File: src/rtl/arb_pkg.sv
// Shared definitions for the 4-requester round-robin bus arbiter:
// FSM state encodings, requester count, index width and a one-hot helper.
package arb_pkg;

  localparam int NUM_REQ = 4;
  localparam int IDX_W   = 2;

  typedef enum logic [1:0] {
    ST_IDLE    = 2'b00,
    ST_GRANT   = 2'b01,
    ST_RELEASE = 2'b10
  } arb_state_e;

  // Convert an encoded requester index to its one-hot grant vector.
  function automatic logic [NUM_REQ-1:0] idx_to_onehot(input logic [IDX_W-1:0] idx);
    logic [NUM_REQ-1:0] one;
    one = {{(NUM_REQ-1){1'b0}}, 1'b1};
    return one << idx;
  endfunction

endpackage

File: src/rtl/rr_pick4.sv
// Combinational round-robin picker: scans req starting at 'start' and
// wrapping 3->0, reporting the first asserted requester.
module rr_pick4
  import arb_pkg::*;
(
  input  logic [NUM_REQ-1:0] req,
  input  logic [IDX_W-1:0]   start,
  output logic               found,
  output logic [IDX_W-1:0]   idx
);

  logic [IDX_W-1:0] cand;

  // First asserted request at or after 'start', modulo NUM_REQ.
  always_comb begin
    found = 1'b0;
    idx   = start;
    cand  = start;
    for (int i = 0; i < NUM_REQ; i++) begin
      cand = start + IDX_W'(i);
      if (!found && req[cand]) begin
        found = 1'b1;
        idx   = cand;
      end else begin
        found = found;
        idx   = idx;
      end
    end
  end

endmodule

File: src/rtl/bus_arbiter_4.sv
// 4-requester round-robin bus arbiter with IDLE/GRANT/RELEASE FSM.
// A RELEASE cycle (gnt = 0) separates consecutive grants for bus turnaround.
// Optional feature: define ARB_TIMEOUT_EN to build the hold counter that
// force-releases a grant after MAX_HOLD consecutive GRANT cycles and pulses
// timeout on the first RELEASE cycle.
module bus_arbiter_4
  import arb_pkg::*;
#(
  parameter int MAX_HOLD = 8
) (
  input  logic               clk,
  input  logic               rst_n,
  input  logic [NUM_REQ-1:0] req,
  input  logic [NUM_REQ-1:0] done,
  output logic [NUM_REQ-1:0] gnt,
  output logic [IDX_W-1:0]   gnt_idx,
  output logic               busy,
  output logic               timeout
);

  if ((MAX_HOLD < 2) || (MAX_HOLD > 255)) begin : g_bad_max_hold
    $error("bus_arbiter_4: MAX_HOLD must be within 2..255");
  end

  arb_state_e         state_q, state_d;
  logic [NUM_REQ-1:0] gnt_q, gnt_d;
  logic [IDX_W-1:0]   gnt_idx_q, gnt_idx_d;
  logic               busy_q, busy_d;
  logic               pick_found;
  logic [IDX_W-1:0]   pick_idx;
  logic [IDX_W-1:0]   pick_start;
  logic               hold_expire;
  logic               grant_end;

  // Search begins one past the last grant; 2-bit arithmetic gives the 3->0 wrap.
  assign pick_start = gnt_idx_q + 2'd1;

  rr_pick4 u_pick (
    .req   (req),
    .start (pick_start),
    .found (pick_found),
    .idx   (pick_idx)
  );

`ifdef ARB_TIMEOUT_EN
  localparam logic [7:0] HOLD_LAST = 8'(MAX_HOLD - 1);

  logic [7:0] hold_q, hold_d;
  logic       timeout_q, timeout_d;

  // Hold counter: zero on GRANT entry and outside GRANT, counts GRANT cycles.
  always_comb begin
    hold_expire = (state_q == ST_GRANT) && (hold_q == HOLD_LAST);
    timeout_d   = hold_expire;
    if ((state_q == ST_GRANT) && (state_d == ST_GRANT)) begin
      hold_d = hold_q + 8'd1;
    end else begin
      hold_d = 8'd0;
    end
  end

  // Hold counter and timeout pulse registers.
  always_ff @(posedge clk) begin
    if (!rst_n) begin
      hold_q    <= 8'd0;
      timeout_q <= 1'b0;
    end else begin
      hold_q    <= hold_d;
      timeout_q <= timeout_d;
    end
  end

  assign timeout = timeout_q;
`else
  assign hold_expire = 1'b0;
  assign timeout     = 1'b0;
`endif

  // Only the granted requester's done/req bits can end a grant.
  assign grant_end = done[gnt_idx_q] | ~req[gnt_idx_q] | hold_expire;

  // State register.
  always_ff @(posedge clk) begin
    if (!rst_n) begin
      state_q <= ST_IDLE;
    end else begin
      state_q <= state_d;
    end
  end

  // Next-state logic.
  always_comb begin
    state_d = ST_IDLE;
    case (state_q)
      ST_IDLE, ST_RELEASE: begin
        if (pick_found) begin
          state_d = ST_GRANT;
        end else begin
          state_d = ST_IDLE;
        end
      end
      ST_GRANT: begin
        if (grant_end) begin
          state_d = ST_RELEASE;
        end else begin
          state_d = ST_GRANT;
        end
      end
      default: state_d = ST_IDLE;
    endcase
  end

  // Output next values: index latches only on GRANT entry, grant follows it.
  always_comb begin
    gnt_idx_d = gnt_idx_q;
    gnt_d     = '0;
    busy_d    = 1'b0;
    if ((state_q != ST_GRANT) && (state_d == ST_GRANT)) begin
      gnt_idx_d = pick_idx;
    end else begin
      gnt_idx_d = gnt_idx_q;
    end
    if (state_d == ST_GRANT) begin
      gnt_d  = idx_to_onehot(gnt_idx_d);
      busy_d = 1'b1;
    end else begin
      gnt_d  = '0;
      busy_d = 1'b0;
    end
  end

  // Output registers; reset index 3 makes the first search start at 0.
  always_ff @(posedge clk) begin
    if (!rst_n) begin
      gnt_q     <= 4'b0000;
      gnt_idx_q <= 2'd3;
      busy_q    <= 1'b0;
    end else begin
      gnt_q     <= gnt_d;
      gnt_idx_q <= gnt_idx_d;
      busy_q    <= busy_d;
    end
  end

  assign gnt     = gnt_q;
  assign gnt_idx = gnt_idx_q;
  assign busy    = busy_q;

endmodule
File: config.mk
export PLATFORM = sky130hd
export DESIGN_NAME = bus_arbiter_4
export DESIGN_NICKNAME = d
export VERILOG_FILES = /design/src/rtl/arb_pkg.sv /design/src/rtl/rr_pick4.sv /design/src/rtl/bus_arbiter_4.sv
export SDC_FILE = /design/constraint.sdc
export NUM_CORES = 1
export LEC_CHECK = 0
export BUFFER_PORTS_ARGS = -buffer_cell sky130_fd_sc_hd__buf_2
export CAP_MARGIN = 20
export CORE_AREA = 2 2 39 41
export DETAILED_ROUTE_END_ITERATION = 6
export DIE_AREA = 0 0 41 43
export PLACE_DENSITY_LB_ADDON = 0.05
export SLEW_MARGIN = 20
export SYNTH_ARGS = -nofsm -noshare
export SYNTH_HDL_FRONTEND = slang
export SYNTH_SLANG_ARGS = --single-unit
File: constraint.sdc
create_clock -name clk -period 2.2 [get_ports clk]
set_clock_uncertainty 0.1 [all_clocks]
set_input_delay 0.44 -clock clk [delete_from_list [all_inputs] [get_ports clk]]
set_output_delay 0.44 -clock clk [all_outputs]
set_load 0.005 [all_outputs]
### Word-level counts from Yosys, hierarchy flattened

Index checks and enable logic that the tools add are counted.

* register bits: 9
* input bits: 10
* word-level logic and storage cells: 54

* shift operators: 1
* add/subtract/negate cells: 4
* multiplexer cells: 24
* $lt $le $gt $ge: 5
* reductions and logical operators: 10
* eq/ne operators: 4
* bitwise gates (word level): 2

Operators by type and width (count)
* $lt 2x3->1 const B: 5
* $bmux 1 s2: 6
* $mux 1: 12
* $mux 2: 5
* $add 2x1->2 const B: 2
* $add 2x2->2 const B: 2
* $eq 2x1->1 const B: 2
* $logic_and 1x1->1: 4
* $pmux 2 s2: 1
* $shl 1x2->4 const A: 1
* $logic_not 1->1: 3
* $eq 2x2->1 const B: 1
* $logic_not 2->1: 1
* $ne 2x1->1 const B: 1
* $reduce_and 2->1: 1
* $reduce_or 2->1: 1
* $not 1->1: 1
* $or 1x1->1: 1

### Longest topological paths before layout

Gate-level depths: netlist of the first run.

* depth in word-level cells: 19
* mapped depth: 6

### By module

A second synthesis of the first run with hierarchy kept.

* cells, all modules: 49
* area, all modules: 452.9 sq um

By module, submodules not included
* bus_arbiter_4: area an instance 356.6 sq um, seq. area each 180.2 sq um, times used 1, cells each 33
* rr_pick4: area an instance 96.3 sq um, seq. area each 0.0 sq um, times used 1, cells each 16

### Least setup slack after synthesis of the first run

No wires, ideal clock.

* kind: input port to flip-flop
* from: input port req[1]
* to: register gnt_q[2] (netlist: gnt[2])
* arrival: 1.446 ns
* required time: 1.984 ns
* buffers on the path: 1
* cell stages on the path: 6
* slack: 0.538 ns
* cells stage by stage: buf_4 > nor3b_1 > o21ai_1 > o211ai_2 > mux2_2 > and4_1

* cells in the longest elaborated chain, start to end: 18

RTL lines
* from (decl): line bus_arbiter_4.sv:13 `input logic [NUM_REQ-1:0] req,`
* $bmux 1 s2: line rr_pick4.sv:21 `if (!found && req[cand]) begin`
* $mux 1 (not written as such): line rr_pick4.sv:21
* $mux 1: line rr_pick4.sv:21
* $logic_not 1->1: line rr_pick4.sv:21
* $logic_and 1x1->1: line rr_pick4.sv:21
* $mux 1: line rr_pick4.sv:21
* $logic_not 1->1: line rr_pick4.sv:21
* $logic_and 1x1->1: line rr_pick4.sv:21
* [2 not listed]
* $logic_and 1x1->1: line rr_pick4.sv:21
* $mux 1: line rr_pick4.sv:21
* $mux 1: line bus_arbiter_4.sv:96 `if (pick_found) begin`
* $pmux 2 s2: line bus_arbiter_4.sv:94 `case (state_q)`
* $eq 2x1->1: line bus_arbiter_4.sv:118, bus_arbiter_4.sv:123
* $logic_and 1x1->1: line bus_arbiter_4.sv:118 `if ((state_q != ST_GRANT) && (state_d == ST_GRANT)) begin`
* $mux 2: line bus_arbiter_4.sv:118
* $shl 1x2->4: line arb_pkg.sv:18 `return one << idx;`
* to (signal assigned): line bus_arbiter_4.sv:139 `gnt_q <= gnt_d;`
* to (decl): line bus_arbiter_4.sv:26 `logic [NUM_REQ-1:0] gnt_q, gnt_d;`

Several ways; a longest one is shown, not always the timed one. The select of a mux whose other input is x is not followed.
A chain may end at the register's enable or synchronous reset.

### Final worst setup path of the first run

* from: register gnt_idx_q[1] (netlist: gnt_idx[1])
* to: register gnt_q[0] (netlist: gnt[0])

* cells in the longest elaborated chain, start to end: 19

RTL lines
* from (decl): line bus_arbiter_4.sv:27 `logic [IDX_W-1:0] gnt_idx_q, gnt_idx_d;`
* from (signal assigned): line bus_arbiter_4.sv:140 `gnt_idx_q <= gnt_idx_d;`
* branches (longest 19 deep; another with $add 2x1->2)

Several ways; the timed one is not identified. The select of a mux whose other input is x is not followed.

==> qor.txt, run 1 <==
===============================================================================
R2r setup slk ....................................................      0.37 ns
Effective utilization at floorplan ...............................       39.51%
Number of nets in the layout .....................................           85
Final Slew Violations ............................................            0
Worst-case hold path end point ...................................   gnt_idx[1]
Peak supply drop .................................................    0.2897 mV
Worst R2R Start ..................................................   gnt_idx[1]
Mapped Avg Cell Area .............................................    9.593 µm²
Dpl ws ...........................................................    0.3514 ns
Top cell type's share of synthesized area ........................       32.95%
Least setup slack across all paths after layout ..................    0.3687 ns
Average wire per standard cell ...................................     12.08 µm
Detailed-placement wirelength estimate ...........................     857.1 µm
Count of TritonRoute iterations in the first routing pass ........            3
Pin count of the biggest net entering global routing .............           12
Unique cell type count in the Yosys netlist ......................           32
Site Rows ........................................................           14
Final core utilization ...........................................       46.75%
Share of the clock period used by the worst path after layout ....       83.24%
WP buf/inv .......................................................            0
Cell count after synthesis .......................................           57
Number of antenna-violating nets in the routed design ............            0
DRC violations left ..............................................            0
Crit path max-delay cell type .................................... sky130_fd_sc_hd__dfxtp_1
Global routing met2 resource utilization .........................       23.44%
Area grow syn2layout .............................................       18.31%
Final wirelength .................................................      1087 µm
Critical path data arrival time ..................................      1.88 ns
Met3 track demand over resource in global routing ................       3.141%
Length in cells of the worst reg-to-reg path .....................            5
Area of the core ................................................. 0.001384 mm²
Multiplexer area fraction after synthesis ........................       8.009%
Run status ....................................................... complete, no violations
Die Y ............................................................        43 µm
Global routing usage summed across all routing layers ............       15.48%
Largest family of logic cells by synthesized area ................ simple AND/OR/NAND/NOR gates
Layout cells sized above 1 .......................................       36.49%
Placed inst area .................................................    620.6 µm²
Cells along the critical path .................................... nor3_1 > a21oi_1 > o211ai_2 > or3_4 > and4_1
Number of cells after detailed placement .........................           86
CP Data Required Time ............................................      2.25 ns
Clock H-tree levels ..............................................            1
Layout Cell Area excl Fill .......................................    646.9 µm²
P per Cell Area .................................................. 907.8 mW/mm²
Postcts setup bufs ...............................................            0
Area share of and/or/nand/nor cells after synthesis ..............       29.52%
Leading area contributor after synthesis ......................... sky130_fd_sc_hd__dfxtp_1
Total of flip-flops plus latches after synthesis .................            9
CTS Buffer Depth .................................................            2
Critical path depth in cells .....................................            5
Die area ......................................................... 0.001763 mm²
Capture instance of the worst register-to-register path ..........       gnt[0]
Final cell count without fillers .................................           90
IO Pins ..........................................................           18
Synthesized-area fraction occupied by xor and xnor cells .........           0%
Critical setup path kind .........................................   reg -> reg
Via count of the first global-routing pass .......................          439
X dimension of the die ...........................................        41 µm
Most Used Layer, Global Route ....................................         met2
Delay of the slowest critical-path stage .........................      0.54 ns
CTS-repair resized insts .........................................            0
Total of endpoints with negative setup slack in the final report .            0
Clock Pin Slew Worst Setup and Hold Paths ........................      0.06 ns
TritonCTS clock tree .............................................         done
Startpoint of the lowest-slack hold path .........................        rst_n
Share of synthesized area occupied by flip-flops and latches .....       32.95%
Number of violations of the max-capacitance limit ................            0
Clock tree root buffer cell ...................................... sky130_fd_sc_hd__clkbuf_4
Met1 track utilization from global routing .......................       19.68%
Initial DRC count ................................................            6
Total number of vias .............................................          470
Kind of path behind the tightest hold check ......................    in -> reg
Count of input and output buffers ................................           16
Final GP Congestion ..............................................       0.6689
Compound-cell area share of the yosys netlist ....................       21.28%
Total negative slack .............................................         0 ns
Startpoint type of the worst setup path ..........................    flip-flop
Mapped Nets ......................................................           67
Syn Std Cell Area ................................................    546.8 µm²
Top fanout value on the critical path ............................           11
Number of buffers inserted by hold repair at cts .................            0
Global-route wire length before repair ...........................      1856 µm
Capturing element type of the critical path ......................    flip-flop
Number of fillers in the final layout ............................          149
Cell family with the largest share of critical-path delay ........ simple AND/OR/NAND/NOR gates
Synthesized-area fraction occupied by adder cells ................           0%
Antenna violations before repair .................................            0
Number of vias per cell after detailed routing ...................        5.222
Lkg Pwr ..........................................................    0.2769 nW
Hold violation total from the final report .......................            0
Worst-Skew Late Latency ..........................................      0.25 ns
Cell types with the largest area share after synthesis ........... sky130_fd_sc_hd__dfxtp_1 (33%), sky130_fd_sc_hd__o32ai_4 (5.0%), sky130_fd_sc_hd__nand2b_1 (4.6%)
ANT cells ........................................................            0
Yosys warnings ...................................................            0
Max Clk Rate .....................................................   0.5461 GHz
Number of cells on the worst hold path ...........................            2
# clock sinks ....................................................            9
Minimum period implied by the final worst setup slack ............     1.831 ns
Setup repair after global routing missed its margin ..............           no
Number of buffers created by CTS .................................            3
Remaining Overflow, GRT ..........................................            0
===============================================================================
## metal layers
| metal | vias to the layer above | share of wire, % |
|---|---|---|
| met3 | 2 | 6.2 |
| met4 | 0 | 1.4 |
| met2 | 17 | 48 |
| li1 | 242 | - |
| met5 | - | 0 |
| met1 | 209 | 45 |
## state kept, by name (all words and copies together) (netlist names)
signal and flops:
busy 1, gnt_idx 2, state_q 2, gnt 4
## through the flow
stage               hold WS [ns]  power (mW)
finish                    0.2957      0.5872
CTS                       0.2887      0.5955
global placement          0.4693      0.4719
floorplan                 0.4019      0.4150
detailed placement        0.4729      0.4714
global route              0.2947      0.6427
## report_power, final
| part | internal, mW | switching [mW] | total [mW] |
|---|---|---|---|
| Sequential | 0.204 | 0.0438 | 0.248 |
| Combinational | 0.115 | 0.102 | 0.217 |
| Clock | 0.0696 | 0.0525 | 0.122 |
| Total | 0.389 | 0.198 | 0.587 |
## final cells by class
type,instances,area [µm²],area share [%]
tap,16,20.02,3.095
clock buffer,4,26.28,4.062
timing repair buffer,17,87.58,13.54
multi-input combinational,42,325.3,50.29
sequential,9,180.2,27.85
inverter,2,7.507,1.161
## worst reg2reg max path, delay by kind of cell, from the launching register on
family          cells  cell delay (ns)
compound gates      2             0.35
simple gates        3             0.73
flops               1             0.54
## cell usage in the layout (no fill, tap or decap), drive strengths merged, types with 2 or more instances in the layout
cell,instances
a211oi,3
and4,2
buf,17
clkbuf,4
dfxtp,9
inv,2
nand2,3
nand2b,4
nor2,5
nor2b,2
nor3b,2
o21ai,2
o32ai,2
## worst max path at each step
stage                    start     end  slack (ns)
floorplan               req[1]  gnt[2]        0.54
global placement        req[2]  gnt[2]        0.36
detailed placement      req[2]  gnt[3]        0.35
CTS                 gnt_idx[0]  gnt[3]        0.36
global route        gnt_idx[0]  gnt[3]        0.19
finish              gnt_idx[1]  gnt[0]        0.37
## cell usage after synthesis
cell,count
sky130_fd_sc_hd__dfxtp_1,9
sky130_fd_sc_hd__nor2_1,5
sky130_fd_sc_hd__nand2b_1,4
sky130_fd_sc_hd__a211oi_1,3
sky130_fd_sc_hd__buf_4,3
sky130_fd_sc_hd__nand2_1,3
sky130_fd_sc_hd__and4_1,2
sky130_fd_sc_hd__inv_1,2
sky130_fd_sc_hd__nor3b_1,2
sky130_fd_sc_hd__o21ai_1,2
sky130_fd_sc_hd__a21oi_1,1
sky130_fd_sc_hd__a221oi_1,1
sky130_fd_sc_hd__a31oi_1,1
sky130_fd_sc_hd__and4b_2,1
sky130_fd_sc_hd__buf_6,1
sky130_fd_sc_hd__conb_1,1
sky130_fd_sc_hd__mux2_2,1
sky130_fd_sc_hd__mux2i_1,1
sky130_fd_sc_hd__mux4_2,1
sky130_fd_sc_hd__nand3_1,1
sky130_fd_sc_hd__nand3b_1,1
sky130_fd_sc_hd__nor2b_1,1
sky130_fd_sc_hd__nor2b_4,1
sky130_fd_sc_hd__nor3_1,1
sky130_fd_sc_hd__nor4_1,1
sky130_fd_sc_hd__o211ai_2,1
sky130_fd_sc_hd__o21a_1,1
sky130_fd_sc_hd__o21bai_1,1
sky130_fd_sc_hd__o32ai_1,1
sky130_fd_sc_hd__o32ai_4,1
sky130_fd_sc_hd__or2b_1,1
sky130_fd_sc_hd__or3_4,1
## cell families after synthesis
family,after synthesis
AO/OA/AOI/OAI,13
multiplexers,3
AND/OR/NAND/NOR,25
buffers and inverters,6
flip-flops,9
other,1
(Power assumes the default switching activity.)
==> run 2, diff against run 1 <==
Settings changed: CORE_AREA 2 2 39 41 to default, CORE_MARGIN from default to 2, CORE_UTILIZATION from default to 42, DIE_AREA 0 0 41 43 to default.
Clock period 2.2 ns to 1.54 ns, I/O delays scaled along.
==> run 2 against run 1 <==
Against the previous run: the flow now finishes with violations (setup timing); die area down 8.9%; critical path depth is the same; cell count up 12%; via count is 11% higher; worst hold slack worse by 0.14 ns; combinational power up 120%; clock power increased by 48%; global-route usage up 2.2 points; fmax increased by 13%; first-iteration DRC count down 50%; flip-flop and latch count unchanged; largest cell class unchanged.
==> qor.txt, run 2 (synthesis results as in run 1) <==
===============================================================================
Final GP Congestion ..............................................       0.7082   +5.9%
Critical path data arrival time ..................................      1.68 ns   -0.20 ns
Minimum period implied by the final worst setup slack ............     1.621 ns   -0.2108 ns
Layout cells sized above 1 .......................................       58.14%   +22 points
Detailed-placement wirelength estimate ...........................     916.3 µm   +6.9%
Average wire per standard cell ...................................     11.61 µm   -3.8%
X dimension of the die ...........................................     40.08 µm   -2.2%
Site Rows ........................................................           13   -1
Sequential cell area .............................................    185.2 µm²   +2.8%
Run status ....................................................... complete, but fails checks
Failing checks ................................................... setup timing
Startpoint type of the worst setup path ..........................    flip-flop
Capture instance of the worst register-to-register path ..........       gnt[2]
Die area ......................................................... 0.001606 mm²   -8.9%
Pin count of the biggest net entering global routing .............            8   -4
Via count of the first global-routing pass .......................          412   -6.2%
Global-route wire length before repair ...........................      1821 µm   -1.9%
Top fanout value on the critical path ............................            7   -4
# clock sinks ....................................................            9   unchanged
Area grow syn2layout .............................................       44.16%
Capturing element type of the critical path ......................    flip-flop
Area occupied by multi-input gates ...............................    369.1 µm²   +13%
Final wirelength .................................................      1173 µm   +7.9%
DRC violations left ..............................................            0   unchanged
Postcts setup bufs ...............................................            0   unchanged
TritonCTS clock tree .............................................         done
Worst R2R Start ..................................................   gnt_idx[0]
R2r setup slk ....................................................     -0.08 ns   -0.45 ns
Worst-Skew Late Latency ..........................................      0.26 ns   about the same
Count of TritonRoute iterations in the first routing pass ........            3   unchanged
Number of nets in the layout .....................................           97   +14%
IO Pins ..........................................................           18   unchanged
Clock H-tree levels ..............................................            1   unchanged
Antenna violations before repair .................................            0   unchanged
CTS Buffer Depth .................................................            2   unchanged
Total power of the final layout ..................................    0.9949 mW   +69%
Number of buffers created by CTS .................................            3   unchanged
Effective utilization at floorplan ...............................       43.66%   +4.1 points
Number of fillers in the final layout ............................          116   -22%
Critical setup path kind .........................................   reg -> reg
Lkg Pwr ..........................................................    0.3345 nW   +21%
Global routing usage summed across all routing layers ............       17.67%   +2.2 points
Peak supply drop .................................................    0.5706 mV   +97%
Length in cells of the worst reg-to-reg path .....................            5   unchanged
Startpoint of the lowest-slack hold path .........................        rst_n
Clock tree root buffer cell ...................................... sky130_fd_sc_hd__clkbuf_4
Initial DRC count ................................................            3   -3
Hold violation total from the final report .......................            0   unchanged
Final Slew Violations ............................................            0   unchanged
Number of cells on the worst hold path ...........................            2   unchanged
Total of endpoints with negative setup slack in the final report .            4   +4
Number of vias per cell after detailed routing ...................        5.178   -0.84%
Max Clk Rate .....................................................   0.6171 GHz   +13%
Share of the clock period used by the worst path after layout ....       105.2%   +22 points
ANT cells ........................................................            0   unchanged
Number of flip-flops under the largest register name .............            4   unchanged
Number of antenna-violating nets in the routed design ............            0   unchanged
P per Cell Area ..................................................  1262 mW/mm²   +39%
Least setup slack across all paths after layout ..................  -0.08050 ns   -0.4492 ns
Worst-case hold path end point ...................................   gnt_idx[1]
Area of the core ................................................. 0.001252 mm²   -9.5%
Dpl ws ...........................................................   -0.2701 ns   -0.6215 ns
Die Y ............................................................     40.08 µm   -6.8%
Clock Pin Slew Worst Setup and Hold Paths ........................      0.06 ns   about the same
Count of input and output buffers ................................           16   unchanged
Kind of path behind the tightest hold check ......................    in -> reg
CP Data Required Time ............................................      1.60 ns   -0.65 ns
Commonest non-fill, non-tap cells in the layout .................. sky130_fd_sc_hd__buf_2 (16), sky130_fd_sc_hd__buf_4 (12), sky130_fd_sc_hd__dfxtp_1 (7)
Remaining Overflow, GRT ..........................................            0   unchanged
Setup repair after global routing missed its margin ..............          yes
Number of violations of the max-capacitance limit ................            0   unchanged
Most common library cell in the layout ignoring fill and taps .... sky130_fd_sc_hd__buf_2
Total number of vias .............................................          523   +11%
===============================================================================
-- run 2: layer usage --
layer	global-route usage, %	vias to the layer above	part of all wire (%)
met4	10.34	0	2.3
met5	0	-	0
met2	27.82	15	49
met3	3.333	2	3.7
met1	22.15	236	45
li1	-	270	-
-- run 2: worst max-delay path, stage by stage (launching register included) --
cell and delay, ns:
sky130_fd_sc_hd__dfxtp_4 0.37, sky130_fd_sc_hd__nor2b_4 0.14, sky130_fd_sc_hd__a21oi_2 0.18, sky130_fd_sc_hd__o211ai_4 0.12
sky130_fd_sc_hd__or3_4 0.41, sky130_fd_sc_hd__and4_1 0.20
-- run 2: final cells by class --
| type | count | share of cell area, % |
|---|---|---|
| multi-input cells | 42 | 46.83 |
| flip-flops and latches | 9 | 23.49 |
| repair buffers | 29 | 23.02 |
| clock buffers | 4 | 3.333 |
| well taps | 15 | 2.381 |
| inverters | 2 | 0.9524 |
-- run 2: how the worst max path moves through the flow --
stage	start	end	slack, ns	cells after the start
2_1_floorplan	gnt_idx[0]	gnt[0]	-0.09	6
3_3_place_gp	gnt_idx[0]	gnt[1]	-0.20	5
3_5_place_dp	gnt_idx[0]	gnt[3]	-0.27	5
4_1_cts	gnt_idx[0]	gnt[2]	-0.07	5
5_1_grt	gnt_idx[0]	gnt[2]	-0.16	5
6_report	gnt_idx[0]	gnt[2]	-0.08	5
-- run 2: power by group --
group          switching, mW  total (mW)  internal, mW  leakage (nW)
clock                 0.0816       0.181        0.0998        0.0150
sequential            0.0446       0.342         0.298        0.0743
combinational          0.213       0.471         0.258         0.245
-- run 2: through the flow --
| stage | TNS [ns] | area [µm²] | hold slack (ns) | util, % | instances |
|---|---|---|---|---|---|
| 3_5_place_dp | -0.9738 | 716.9 | 0.4251 | 57.24 | 97 |
| 3_3_place_gp | -0.8854 | 716.9 | 0.4205 | 57.24 | 97 |
| 2_1_floorplan | -0.3573 | 554.3 | 0.2699 | - | 57 |
| 4_1_cts | -0.2234 | 769.5 | 0.1469 | 61.44 | 101 |
| 5_1_grt | -0.6986 | 788.3 | 0.1584 | 62.94 | 101 |
| 6_report | -0.2600 | 788.3 | 0.1568 | 62.94 | 101 |
-- run 2: timing repair --
| action | CTS | global route |
|---|---|---|
| pin swaps | 4 | 1 |
| gates resized for setup | 9 | 3 |
| setup endpoints to repair | 6 | 7 |
| hold buffers | 0 | 0 |
| gates cloned | 0 | 0 |
